**src/rtl/spi_master_fifo.sv**
```systemverilog
// rtl/spi_master_fifo.sv - SPI transmit master with input FIFO, run-time CPOL/CPHA and per-word DC
module spi_master_fifo #(
    parameter int DATA_W     = 8,
    parameter int FIFO_DEPTH = 16,
    parameter int CLK_DIV    = 2
) (
    input  logic                          clk_i,
    input  logic                          rst_ni,
    input  logic                          valid_i,
    output logic                          ready_o,
    input  logic [DATA_W-1:0]             data_i,
    input  logic                          dc_i,
    input  logic [1:0]                    mode_i,
    output logic                          sda_o,
    output logic                          scl_o,
    output logic                          dc_o,
    output logic                          cs_no,
    output logic                          busy_o,
    output logic [$clog2(FIFO_DEPTH):0]   level_o
);

    localparam int AW = $clog2(FIFO_DEPTH);
    localparam int LW = AW + 1;
    localparam int CW = $clog2(CLK_DIV + 1);
    localparam int BW = $clog2(DATA_W + 1);
    localparam logic [CW-1:0] CNT_LOAD = CW'(CLK_DIV - 1);
    localparam logic [BW-1:0] BIT_LOAD = BW'(DATA_W - 1);
    localparam logic [LW-1:0] FULL     = LW'(FIFO_DEPTH);

    typedef enum logic [1:0] {IDLE, LEAD, TRAIL} state_t;

    logic [DATA_W:0]   mem [FIFO_DEPTH];
    logic [AW-1:0]     wr_ptr, rd_ptr;
    logic [LW-1:0]     level_q;
    logic              push, pop;
    logic [DATA_W:0]   head;

    state_t            state_q, state_d;
    logic              pend_q, pend_d;
    logic [1:0]        mode_q, mode_d;
    logic              scl_q, scl_d, sda_q, sda_d, dc_q, dc_d, cs_q, cs_d;
    logic [DATA_W-1:0] shreg_q, shreg_d, shifted;
    logic [CW-1:0]     cnt_q, cnt_d;
    logic [BW-1:0]     bit_q, bit_d;
    logic              load;
    logic [1:0]        start_mode;

    assign push    = valid_i & ready_o;
    assign pop     = load;
    assign head    = mem[rd_ptr];
    assign ready_o = (level_q != FULL);
    assign level_o = level_q;
    assign shifted = shreg_q << 1;

    always_ff @(posedge clk_i) begin
        if (push) mem[wr_ptr] <= {dc_i, data_i};
    end

    always_ff @(posedge clk_i or negedge rst_ni) begin
        if (!rst_ni) begin
            wr_ptr  <= '0;
            rd_ptr  <= '0;
            level_q <= '0;
        end else begin
            if (push) wr_ptr <= wr_ptr + AW'(1);
            if (pop)  rd_ptr <= rd_ptr + AW'(1);
            case ({push, pop})
                2'b10:   level_q <= level_q + LW'(1);
                2'b01:   level_q <= level_q - LW'(1);
                default: level_q <= level_q;
            endcase
        end
    end

    // A word launched from idle uses the live mode; back-to-back words keep the burst's mode.
    assign start_mode = cs_q ? mode_i : mode_q;

    always_comb begin
        state_d = state_q;
        pend_d  = pend_q;
        mode_d  = mode_q;
        scl_d   = scl_q;
        sda_d   = sda_q;
        dc_d    = dc_q;
        cs_d    = cs_q;
        shreg_d = shreg_q;
        cnt_d   = cnt_q;
        bit_d   = bit_q;
        load    = 1'b0;
        case (state_q)
            IDLE: begin
                if (cs_q) begin
                    mode_d = mode_i;
                    scl_d  = mode_i[1];
                    if (pend_q) begin
                        pend_d = 1'b0;
                        load   = 1'b1;
                    end else if (level_q != '0) begin
                        pend_d = 1'b1;
                    end
                end else begin
                    // One closing cycle after the last bit period before deselecting.
                    cs_d = 1'b1;
                end
            end
            LEAD: begin
                if (cnt_q == '0) begin
                    scl_d   = ~scl_q;
                    cnt_d   = CNT_LOAD;
                    state_d = TRAIL;
                end else begin
                    cnt_d = cnt_q - CW'(1);
                end
            end
            TRAIL: begin
                if (cnt_q == '0) begin
                    if (bit_q != '0) begin
                        bit_d   = bit_q - BW'(1);
                        shreg_d = shifted;
                        sda_d   = shifted[DATA_W-1];
                        scl_d   = mode_q[1] ^ mode_q[0];
                        cnt_d   = CNT_LOAD;
                        state_d = LEAD;
                    end else if (level_q != '0) begin
                        load = 1'b1;
                    end else begin
                        scl_d   = mode_q[1];
                        state_d = IDLE;
                    end
                end else begin
                    cnt_d = cnt_q - CW'(1);
                end
            end
            default: state_d = IDLE;
        endcase
        if (load) begin
            cs_d    = 1'b0;
            dc_d    = head[DATA_W];
            shreg_d = head[DATA_W-1:0];
            sda_d   = head[DATA_W-1];
            bit_d   = BIT_LOAD;
            cnt_d   = CNT_LOAD;
            scl_d   = start_mode[1] ^ start_mode[0];
            state_d = LEAD;
        end
    end

    always_ff @(posedge clk_i or negedge rst_ni) begin
        if (!rst_ni) begin
            state_q <= IDLE;
            pend_q  <= 1'b0;
            mode_q  <= 2'b10;
            scl_q   <= 1'b1;
            sda_q   <= 1'b0;
            dc_q    <= 1'b0;
            cs_q    <= 1'b1;
            shreg_q <= '0;
            cnt_q   <= '0;
            bit_q   <= '0;
        end else begin
            state_q <= state_d;
            pend_q  <= pend_d;
            mode_q  <= mode_d;
            scl_q   <= scl_d;
            sda_q   <= sda_d;
            dc_q    <= dc_d;
            cs_q    <= cs_d;
            shreg_q <= shreg_d;
            cnt_q   <= cnt_d;
            bit_q   <= bit_d;
        end
    end

    assign sda_o  = sda_q;
    assign scl_o  = scl_q;
    assign dc_o   = dc_q;
    assign cs_no  = cs_q;
    assign busy_o = (level_q != '0) | ~cs_q;

endmodule
```
**config.mk**
```make
export PLATFORM = sky130hd
export DESIGN_NAME = spi_master_fifo
export DESIGN_NICKNAME = d
export VERILOG_FILES = /design/src/rtl/spi_master_fifo.sv
export SDC_FILE = /design/constraint.sdc
export NUM_CORES = 1
export LEC_CHECK = 0
export BUFFER_PORTS_ARGS = -buffer_cell sky130_fd_sc_hd__buf_2
export CORE_MARGIN = 8
export CORE_UTILIZATION = 55
export DETAILED_ROUTE_END_ITERATION = 8
export PLACE_DENSITY = 0.75
export SLEW_MARGIN = 20
export SYNTH_ARGS = -nofsm -noshare
export SYNTH_HDL_FRONTEND = slang
export SYNTH_SLANG_ARGS = --single-unit
```
**constraint.sdc**
```tcl
create_clock -name clk_i -period 3 [get_ports clk_i]
set_input_delay 0.75 -clock clk_i [delete_from_list [all_inputs] [get_ports clk_i]]
set_output_delay 0.75 -clock clk_i [all_outputs]
set_load 0.01 [all_outputs]
```
## Yosys cells after proc, flatten, opt, wreduce, memory -nomap -nowiden

Memory sizes are Yosys's and may differ from the RTL's.
Index checks and enable logic that the tools add are counted.

| operators by class | value |
|---|---|
| $add $sub $neg | 6 |
| equal/unequal tests | 11 |
| muxes and demuxes | 43 |
| bitwise logic cells | 6 |
| reduce and logical (&&, ||, !) cells | 16 |

Operators by type and width:

| cell | number |
|---|---|
| 7-bit two-way mux | 4 |
| 1-bit two-way mux | 20 |
| 2-bit two-way mux | 10 |
| 4-bit two-way mux | 4 |
| 5-bit case mux with 2 select lines | 1 |
| 2-bit nonzero test | 5 |
| 3-bit inequality test, second input constant | 3 |
| 4-bit by 1-bit adder with 4-bit output, second input constant | 2 |
| 4-bit inequality test, second input constant | 2 |
| 4-bit nonzero test | 2 |
| 2-bit case mux with 3 select lines | 1 |
| 5-bit by 1-bit adder with 5-bit output, second input constant | 1 |
| 5-bit inequality test, second input constant | 1 |
| 5-bit AND reduction | 1 |
| 5-bit nonzero test | 1 |
| 5-bit by 1-bit subtractor with 5-bit output, second input constant | 1 |
| 2-bit by 1-bit equality test with 1-bit output, second input constant | 2 |
| 2-bit equality test, second input constant | 2 |
| 2-bit logical NOT | 2 |
| 2-bit case mux with 2 select lines | 1 |
| 2-bit AND reduction | 2 |
| 4-bit AND reduction | 1 |
| 4-bit by 1-bit subtractor with 4-bit output, second input constant | 1 |
| 1-bit case mux with 3 select lines | 1 |
| other kinds (9) | 11 |

| word-level totals | value |
|---|---|
| bits in registers | 35 |
| bits in writable memories | 144 |
| output and inout port bits | 11 |
| word-level logic and storage cells | 96 |
| memories kept | 1 |

Memory list:

| name | depth | bits a word | rd ports | clocked after Yosys merged registers in | write ports | RTL line | text |
|---|---|---|---|---|---|---|---|
| mem | 16 | 9 | 1 | 0 | 1 | 32 | `logic [DATA_W:0] mem [FIFO_DEPTH];` |

## Longest topological paths before layout

Gate-level depths: netlist (run 1).

| depth | value |
|---|---|
| depth in word-level cells | 7 |
| mapped depth | 15 |

## Worst setup path after synthesis (run 1)

Ideal clock, no wire load.

| path | value |
|---|---|
| path kind | register -> register |
| start point | register level_q[2] (netlist: level_o[2]) |
| end point | register level_q[4] (netlist: level_o[4]) |
| setup time | 0.080 ns |
| data arrival time | 2.913 ns |
| required time | 2.920 ns |
| path slack | 0.007 ns |
| cell stages (with the launch flop) | 15 |
| path buffers | 3 |
| clock period less this slack | 2.993 ns |
| cells stage by stage | dfrtp_1 > buf_6 > or4_4 > o211ai_2 > nand2_4 > buf_6 > ha_1 > clkbuf_1 > xor2_1 > ha_1 > o21a_1 > o21ai_0 > nand3b_1 > a21oi_1 > xnor2_1 |

| on the way | value |
|---|---|
| cells in the longest elaborated chain, start to end | 7 |
| elaborated cells on any way between the ends | 13 |

RTL lines:

| item | RTL line | text |
|---|---|---|
| start: declaration | 34 | `logic [LW-1:0] level_q;` |
| start signal: assignment | 68 | `2'b10: level_q <= level_q + LW'(1);` |
| start signal: assignment | 69 | `2'b01: level_q <= level_q - LW'(1);` |
| start signal: assignment | 70 | `default: level_q <= level_q;` |
| 5-bit nonzero test * | 124 | `end else if (level_q != '0) begin` |
| 1-bit two-way mux * | 124 |  |
| 1-bit two-way mux * | 117 | `if (bit_q != '0) begin` |
| 1-bit two-way mux * | 116 | `if (cnt_q == '0) begin` |
| 1-bit case mux with 2 select lines * | 90 | `case (state_q)` |
| net load | 45 | `logic load;` |
| 2-bit by 1-bit equality test with 1-bit output or 2-bit equality test (tied branches) | 67 | `case ({push, pop})` |
| 5-bit case mux with 2 select lines or 2-bit nonzero test (tied branches) | n/a |  |

The timed path passes the listed nets; every way through them passes the cells marked *.
A chain may end at the register's enable or synchronous reset.

## Worst setup path in the final report (run 1)

| path | value |
|---|---|
| start point | register level_q[3] (netlist: level_o[3]) |
| end point | register level_q[4] (netlist: level_o[4]) |

| on the way | value |
|---|---|
| cells in the longest elaborated chain, start to end | 7 |
| elaborated cells on any way between the ends | 13 |

RTL lines:

| item | RTL line |
|---|---|
| 5-bit nonzero test | 124 |
| 1-bit two-way mux | 124 |
| 1-bit two-way mux | 117 |
| 1-bit two-way mux | 116 |
| 1-bit case mux with 2 select lines | 90 |
| 2-bit by 1-bit equality test with 1-bit output or 2-bit equality test (tied branches) | 67 |
| 5-bit case mux with 2 select lines or 2-bit nonzero test (tied branches) | n/a |

Several ways; a longest one is shown, not always the timed one.

==> parameters.txt, run 1 <==
Parameter                              Value

CTS
  Total setup buffers inserted after CTS    0
  Number of hold buffers added after cts    0
  Clock root buffer    sky130_fd_sc_hd__clkbuf_16
  Number of buffers between clock root and the deepest sink    2
  Resize count post-CTS    0
  Clock latency on the worst-skew pair    0.42 ns
  H-tree lvl count    4
  Clock sink count    179
  Number of buffers added by the clock tree synthesis step    17
  Clock tree from TritonCTS    built
  Clk pin slew, worst setup/hold paths    0.06 ns

Logic synthesis
  Yosys warning count    0
  Number of enable flip-flop cells after synthesis    144
  Number of cells produced by synthesis    454
  Yosys top cell area share    0.5721
  Synthesized area divided by synthesized cell count    16.65 um^2
  Area of the mapped netlist    0.007558 mm^2
  Largest area contributor in the synthesized netlist    sky130_fd_sc_hd__edfxtp_1
  Leading post-synthesis cells by cell area    sky130_fd_sc_hd__edfxtp_1, sky130_fd_sc_hd__dfrtp_1, sky130_fd_sc_hd__mux4_2, sky130_fd_sc_hd__ha_1, sky130_fd_sc_hd__mux2i_1
  Mapped Nets    484
  Total of flip-flops plus latches after synthesis    179
  Proportion of register bits with asynchronous set or reset after synthesis    0.1955
  Share of synthesized area occupied by flip-flops and latches    0.6885
  Top_reg_cell synth    sky130_fd_sc_hd__edfxtp_1
  Count of distinct cell types in the synthesized netlist    54

Setup path
  RR Endpoint    level_o[4]$_DFFE_PN0P_
  Buf/Inv on CP    1
  Critical path data required time    3.35 ns
  Reg-to-reg critical path startpoint    level_o[3]$_DFFE_PN0P_
  Reg2reg setup slack    0.25 ns
  Maximum single-stage delay on the critical path    0.57 ns
  Worst setup EP type    flop
  Startpoint class of the critical path    flop
  Top delay family on crit path    simple AND/OR/NAND/NOR gates
  Largest fanout on the critical path    6
  Cells traversed along the worst timing path    or4_4 > o211ai_2 > nand2_4 > ha_1 > buf_4 > ha_1 > a31oi_1 > or2_2 > a21oi_1 > xnor2_1
  Cell depth of the worst flop-to-flop path    10
  Critical setup path kind    flop to flop
  Critical Path Slowest Stage Cell    sky130_fd_sc_hd__or4_4
  Top cell by count, worst path    sky130_fd_sc_hd__ha_1
  Critical path data arrival time    3.09 ns
  Critical path origin    level_o[3]$_DFFE_PN0P_

Die
  Ports placed on the boundary    25
  Die area    0.01775 mm^2
  Cell row count    43
  DIE WIDTH    133.2 um
  Starting utilization of the core area    0.5531
  Area of the core    0.01367 mm^2
  Die boundary height    133.2 um

STA
  Worst-margin pin slew    0.8200 ns
  Setup Viol. Count Final    0
  Tcrit/Tclk final    0.9154
  Highest achievable clock rate    0.3641 GHz
  Number of max-slew violations in the final report    0
  RSZ-0062 raised after global routing    no
  Setup Total Neg Slack    0 ns
  Post-route minimum period    2.746 ns
  Headroom to the max-slew limit    0.4533
  Worst clock skew    0.008550 ns
  Fin. Hold Viols    0

Placement
  Placed wire-length estimate    9.648 mm
  IO buf count    24
  Global placement routability congestion    0.8084
  Area of placed instances    0.008018 mm^2

Routing
  Number of DRC violations after detailed-routing iteration 0    338
  Number of vias after detailed routing    4092
  Mean number of vias per cell    5.879
  Count of TritonRoute iterations in the first routing pass    4
  Average wire length per cell after detail routing    21.93 um
  Drt drc    0
  Antenna viol nets, final    0
  Final WL    15.26 mm

Cells and area
  Number of nets in the layout    533
  Area growth syn-to-layout    14.17%
  Share of post-route cells with drive strength above 1    0.2539
  Finished layout cell area    0.008630 mm^2
  Antenna fix cells    0
  FILL cells    975

Global routing
  Via count of the first global-routing pass    4335
  Overall routing resource usage    0.1841
  Total congestion overflow after global routing    0
  Antenna violations before repair    0
  Largest net degree at the start of global routing    37
  First-pass GRT wire length    24.28 mm

Pwr
  Max VDD drop    0.0004187 V
  Power per standard cell area    931.8 mW/mm^2
  Leakage    3.068 nW

Outcome
  Outcome    finished clean

Run
  Max-cap violations    0

Min path
  Type of the most critical hold path    input port to asynchronous set/reset pin
[registers in the layout (all words and copies together) (netlist names), 2 cells and up]
| name | count |
|---|---|
| mem | 144 |
| shreg_q | 7 |
| level_o | 5 |
| bit_q | 4 |
| rd_ptr | 4 |
| wr_ptr | 4 |
| cnt_q | 2 |
| mode_q | 2 |
| state_q | 2 |
[through the flow]
stage	total power, mW	hold WS [ns]	std cells	util	worst slack, ns
floorplan	5.114	0.4544	454	-	0.007279
global placement	5.723	0.5056	664	0.5867	0.3202
detailed placement	5.826	0.5107	664	0.5867	0.2207
CTS	8.092	0.4324	696	0.6310	0.2037
global route	8.455	0.4842	696	0.6315	0.06785
finish	8.041	0.4245	696	0.6315	0.2537
[synthesized netlist by cell type (3+ instances only)]
master                       n
sky130_fd_sc_hd__nor3_1      7
sky130_fd_sc_hd__nand3_1    15
sky130_fd_sc_hd__xor2_1      7
sky130_fd_sc_hd__nand2_1    20
sky130_fd_sc_hd__o22ai_1     8
sky130_fd_sc_hd__buf_2       8
sky130_fd_sc_hd__mux4_2     28
sky130_fd_sc_hd__a21oi_1    10
sky130_fd_sc_hd__clkbuf_1    7
sky130_fd_sc_hd__a22oi_1     7
sky130_fd_sc_hd__nor2_1     29
sky130_fd_sc_hd__dfrtp_1    32
sky130_fd_sc_hd__dfstp_2     3
sky130_fd_sc_hd__mux2i_1    18
sky130_fd_sc_hd__xnor2_1     8
sky130_fd_sc_hd__o21ai_0     7
sky130_fd_sc_hd__nand2b_1    4
sky130_fd_sc_hd__mux4_1      3
sky130_fd_sc_hd__o21a_1      7
sky130_fd_sc_hd__edfxtp_1  144
sky130_fd_sc_hd__nand3b_1    3
sky130_fd_sc_hd__ha_1       16
sky130_fd_sc_hd__inv_1      11
sky130_fd_sc_hd__mux2_2      7
sky130_fd_sc_hd__a31oi_1     5
sky130_fd_sc_hd__buf_6       3
sky130_fd_sc_hd__buf_1       5
[cells in the final DEF, fill, tap and decap left out, types with 3 or more instances in the layout]
cell type                   Yosys  final
sky130_fd_sc_hd__edfxtp_1     144    144
sky130_fd_sc_hd__dfrtp_1       32     30
sky130_fd_sc_hd__nor2_1        29     29
sky130_fd_sc_hd__buf_4          1     29
sky130_fd_sc_hd__mux4_2        28     28
sky130_fd_sc_hd__buf_2          8     24
sky130_fd_sc_hd__nand2_1       20     20
sky130_fd_sc_hd__mux2i_1       18     18
sky130_fd_sc_hd__clkbuf_16      0     17
sky130_fd_sc_hd__ha_1          16     16
sky130_fd_sc_hd__nand3_1       15     15
sky130_fd_sc_hd__inv_1         11     11
sky130_fd_sc_hd__a21oi_1       10     10
sky130_fd_sc_hd__o22ai_1        8      8
sky130_fd_sc_hd__xnor2_1        8      8
sky130_fd_sc_hd__xor2_1         7      7
sky130_fd_sc_hd__nor3_1         7      7
sky130_fd_sc_hd__a22oi_1        7      7
sky130_fd_sc_hd__mux2_2         7      7
sky130_fd_sc_hd__o21a_1         7      7
sky130_fd_sc_hd__o21ai_0        7      7
sky130_fd_sc_hd__a31oi_1        5      5
sky130_fd_sc_hd__nand2b_1       4      4
sky130_fd_sc_hd__clkbuf_1       7      4
sky130_fd_sc_hd__nand3b_1       3      3
sky130_fd_sc_hd__mux4_1         3      3
sky130_fd_sc_hd__bufinv_16      0      3
sky130_fd_sc_hd__clkbuf_8       0      3
sky130_fd_sc_hd__dfstp_2        3      3
[layer usage]
layer	share of wire	wire length [um]	GRT usage
met1	0.38	5846	0.2208
met2	0.52	7972	0.3124
met4	0.021	321	0.07548
met5	0	0	0
met3	0.073	1120	0.04593
[cell families (layout without fill, tap and decap cells)]
family,after synthesis,in the layout,share of synthesized area
DFF,179,179,0.6885
and+or+nand+nor,92,92,0.06025
AOI/OAI and AO/OA,59,59,0.05363
muxes,58,58,0.1316
buffers and inverters,35,97,0.02218
adders and majority gates,16,16,0.02649
xor gates and xnor gates,15,15,0.01738
[cell type report]
class / instances / area [um^2] / area share
inverter: 11 / 41.29 / 0.004785
multi-input combinational: 240 / 2193 / 0.2542
clock buffer: 24 / 481.7 / 0.05582
sequential: 179 / 5206 / 0.6033
clock inverter: 8 / 123.9 / 0.01435
timing repair buffer: 54 / 357.8 / 0.04147
tap: 180 / 225.2 / 0.02610
[how the worst max path moves through the flow]
stage | to | cells after the start | slack, ns
2_1_floorplan | level_o[4]$_DFFE_PN0P_ | 14 | 0.007
3_3_place_gp | level_o[4]$_DFFE_PN0P_ | 10 | 0.32
3_5_place_dp | level_o[4]$_DFFE_PN0P_ | 12 | 0.22
4_1_cts | level_o[4]$_DFFE_PN0P_ | 12 | 0.20
5_1_grt | level_o[4]$_DFFE_PN0P_ | 12 | 0.07
6_report | level_o[4]$_DFFE_PN0P_ | 10 | 0.25
[power breakdown]
part,internal (mW),switching (mW)
clock,1.38,0.877
combinational,1.11,1.25
sequential,3.12,0.311
total,5.60,2.44
[worst reg2reg max path: cells and delay by family, from the launching register on]
family                     cells  cell delay (ns)
and+or+nand+nor                3             0.91
AOI/OAI and AO/OA              3             0.52
adders and majority gates      2             0.52
DFF                            1             0.43
buffers and inverters          1             0.17
xor gates and xnor gates       1             0.13
Power figures use the tool's default switching activity.
==> run 2: changes to the inputs <==
RECOVER_POWER = 50   (was unset)
==> run 2 against run 1 <==
Against the previous run: the run now ends with capacitance limit, slew limit left; sequential power about the same; critical path depth unchanged; global-route usage unchanged; core utilization decreased by 0.12 points; maximum frequency decreased by 1.8%; sequential share of layout area increased by 0.11 points; final area decreased by 0.19%; worst setup slack got worse by 0.051 ns; clock skew about the same; count of clock-buffer cells in the layout unchanged; non-clock buffer count unchanged; critical endpoint unchanged; largest cell class unchanged.
==> parameters.txt, run 2 (synthesis gave the netlist of run 1 again) <==
Parameter                              Value

Outcome
  Outcome    finished with violations (was finished clean)
  Violated checks    capacitance limit, slew limit

CTS
  H-tree lvl count    4 (unchanged)
  Clock root buffer    sky130_fd_sc_hd__clkbuf_16 (unchanged)
  Clock sink count    179 (unchanged)
  Number of buffers added by the clock tree synthesis step    17 (unchanged)
  Number of buffers between clock root and the deepest sink    2 (unchanged)
  Clock latency on the worst-skew pair    0.42 ns (about the same)
  Clk pin slew, worst setup/hold paths    0.06 ns (about the same)
  Clock tree from TritonCTS    built (unchanged)
  Number of hold buffers added after cts    0 (unchanged)

Placement
  IO buf count    24 (unchanged)
  Global placement routability congestion    0.8084 (unchanged)
  Placed wire-length estimate    9.648 mm (unchanged)
  Worst Setup Slack post-DPL    0.2207 ns (unchanged)

Global routing
  Total congestion overflow after global routing    0 (unchanged)
  Via count of the first global-routing pass    4335 (unchanged)
  Largest net degree at the start of global routing    37 (unchanged)
  Antenna violations before repair    0 (unchanged)
  Overall routing resource usage    0.1841 (unchanged)
  First-pass GRT wire length    24.28 mm (unchanged)

Min path
  Number of cells traversed by the worst hold path    1
  Endpoint, Worst Hold    bit_q[3]$_DFFE_PN0P_
  Type of the most critical hold path    flop to flop (was input port to asynchronous set/reset pin)
  Beginning of the worst hold path    pend_q$_DFFE_PN0P_

STA
  Post-route minimum period    2.798 ns (was 2.746 ns)
  Setup Total Neg Slack    0 ns (unchanged)
  Fin. Hold Viols    0 (unchanged)
  Headroom to the max-slew limit    -0.2742 (was 0.4533)
  RSZ-0062 raised after global routing    no (unchanged)
  Worst setup slack after layout    0.2023 ns (was 0.2537 ns)
  Setup Viol. Count Final    0 (unchanged)
  Worst clock skew    0.008235 ns (was 0.008550 ns)
  Tcrit/Tclk final    0.9326 (was 0.9154)
  Worst-margin pin slew    1.911 ns (was 0.8200 ns)
  Number of max-slew violations in the final report    36 (was 0)
  Highest achievable clock rate    0.3574 GHz (was 0.3641 GHz)

Routing
  Number of vias after detailed routing    4113 (was 4092)
  Average wire length per cell after detail routing    21.98 um (was 21.93 um)
  Antenna viol nets, final    0 (unchanged)
  Drt drc    0 (unchanged)
  Final WL    15.30 mm (was 15.26 mm)
  Count of TritonRoute iterations in the first routing pass    4 (unchanged)
  Number of DRC violations after detailed-routing iteration 0    369 (was 338)
  Mean number of vias per cell    5.909 (was 5.879)

Die
  Ports placed on the boundary    25 (unchanged)
  Die area    0.01775 mm^2 (unchanged)
  Die boundary height    133.2 um (unchanged)
  DIE WIDTH    133.2 um (unchanged)
  Cell row count    43 (unchanged)
  Area of the core    0.01367 mm^2 (unchanged)
  Starting utilization of the core area    0.5531 (unchanged)

Pwr
  Power per standard cell area    932.4 mW/mm^2 (was 931.8 mW/mm^2)
  Leakage    3.039 nW (was 3.068 nW)
  Max VDD drop    0.0004211 V (was 0.0004187 V)

Cells and area
  Share of post-route cells with drive strength above 1    0.2326 (was 0.2539)
  Antenna fix cells    0 (unchanged)
  Number of nets in the layout    533 (unchanged)
  Register ranked first by flip-flop count    mem (unchanged)
  Area growth syn-to-layout    13.95% (was 14.17%)
  Most frequent standard cell in the layout excluding fill and tap cells    sky130_fd_sc_hd__edfxtp_1 (unchanged)
  Commonest cells after routing, fill and taps aside    sky130_fd_sc_hd__edfxtp_1, sky130_fd_sc_hd__dfrtp_1, sky130_fd_sc_hd__nor2_1, sky130_fd_sc_hd__buf_4, sky130_fd_sc_hd__mux4_2 (unchanged)
  Max FFs per register    144 (unchanged)

Run
  Max-cap violations    1 (was 0)

Setup path
  Startpoint class of the critical path    flop (unchanged)
  Largest fanout on the critical path    6 (unchanged)
  Critical Path Slowest Stage Cell    sky130_fd_sc_hd__or4_1 (was sky130_fd_sc_hd__or4_4)
  Critical path data arrival time    3.14 ns (was 3.09 ns)
  Critical path data required time    3.35 ns (about the same)
  Reg2reg setup slack    0.20 ns (was 0.25 ns)
  Maximum single-stage delay on the critical path    0.61 ns (was 0.57 ns)
  Cells traversed along the worst timing path    or4_1 > o211ai_2 > nand2_4 > ha_1 > buf_4 > ha_1 > a31oi_1 > or2_2 > a21oi_1 > xnor2_1 (was or4_4 > o211ai_2 > nand2_4 > ha_1 > buf_4 > ha_1 > a31oi_1 > or2_2 > a21oi_1 > xnor2_1)
  RR Endpoint    level_o[4]$_DFFE_PN0P_ (unchanged)
  Reg-to-reg critical path startpoint    level_o[3]$_DFFE_PN0P_ (unchanged)
  Top cell by count, worst path    sky130_fd_sc_hd__ha_1 (unchanged)
  Cell depth of the worst flop-to-flop path    10 (unchanged)
  Worst setup EP type    flop (unchanged)
  Critical setup path kind    flop to flop (unchanged)
run 2: how the worst max path moves through the flow:
stage                      startpoint                      to  slack (ns)
5_1_grt        level_o[3]$_DFFE_PN0P_  level_o[4]$_DFFE_PN0P_        0.06
3_5_place_dp   level_o[2]$_DFFE_PN0P_  level_o[4]$_DFFE_PN0P_        0.22
2_1_floorplan  level_o[2]$_DFFE_PN0P_  level_o[4]$_DFFE_PN0P_       0.007
6_report       level_o[3]$_DFFE_PN0P_  level_o[4]$_DFFE_PN0P_        0.20
4_1_cts        level_o[2]$_DFFE_PN0P_  level_o[4]$_DFFE_PN0P_        0.20
3_3_place_gp   level_o[3]$_DFFE_PN0P_  level_o[4]$_DFFE_PN0P_        0.32
run 2: area by class of cell:
| cell class | count | area [um^2] |
|---|---|---|
| Clock buffer | 24 | 481.7 |
| Clock inverter | 8 | 123.9 |
| Fill cell | 980 | 5052 |
| Inverter | 11 | 41.29 |
| Multi-Input combinational cell | 240 | 2190 |
| Sequential cell | 179 | 5206 |
| Tap cell | 180 | 225.2 |
| Timing Repair Buffer | 54 | 345.3 |
run 2: repair_timing:
item                                   4_1_cts  5_1_grt
gates resized for setup                      0        1
setup buffers                                0        0
setup endpoints to repair                    0        1
endpoints found under the hold margin        0        0
run 2: per-stage QoR:
step,instance area (um^2),hold slack [ns],instances,power [mW],utilization
final,8613,0.5226,696,8.031,0.6303
after global routing,8613,0.5577,696,8.449,0.6303
after CTS,8623,0.4324,696,8.092,0.6310
after detailed placement,8018,0.5107,664,5.826,0.5867
after global placement,8018,0.5056,664,5.723,0.5867
after floorplan,7559,0.4544,454,5.114,-
run 2: worst max-delay path, delay by kind of cell (launching register included):
| kind | cells | cell delay, ns |
|---|---|---|
| fa+ha+maj | 2 | 0.52 |
| flops | 1 | 0.43 |
| buf+inv | 1 | 0.17 |
| compound gates | 3 | 0.53 |
| xor+xnor | 1 | 0.13 |
| simple gates | 3 | 0.95 |
run 2: power by group:
part | total (mW) | switching, mW | internal [mW]
Clock | 2.26 | 0.878 | 1.38
Sequential | 3.42 | 0.307 | 3.12
Combinational | 2.35 | 1.25 | 1.10
Total | 8.03 | 2.43 | 5.60
run 2: routing by layer:
layer,share of wire,up-vias,track usage,wire length (um)
met5,0,-,0,0
met4,0.023,0,0.07548,359
met3,0.046,25,0.04593,711
met2,0.52,105,0.3124,7972
met1,0.41,2118,0.2208,6258
li1,-,1865,-,-
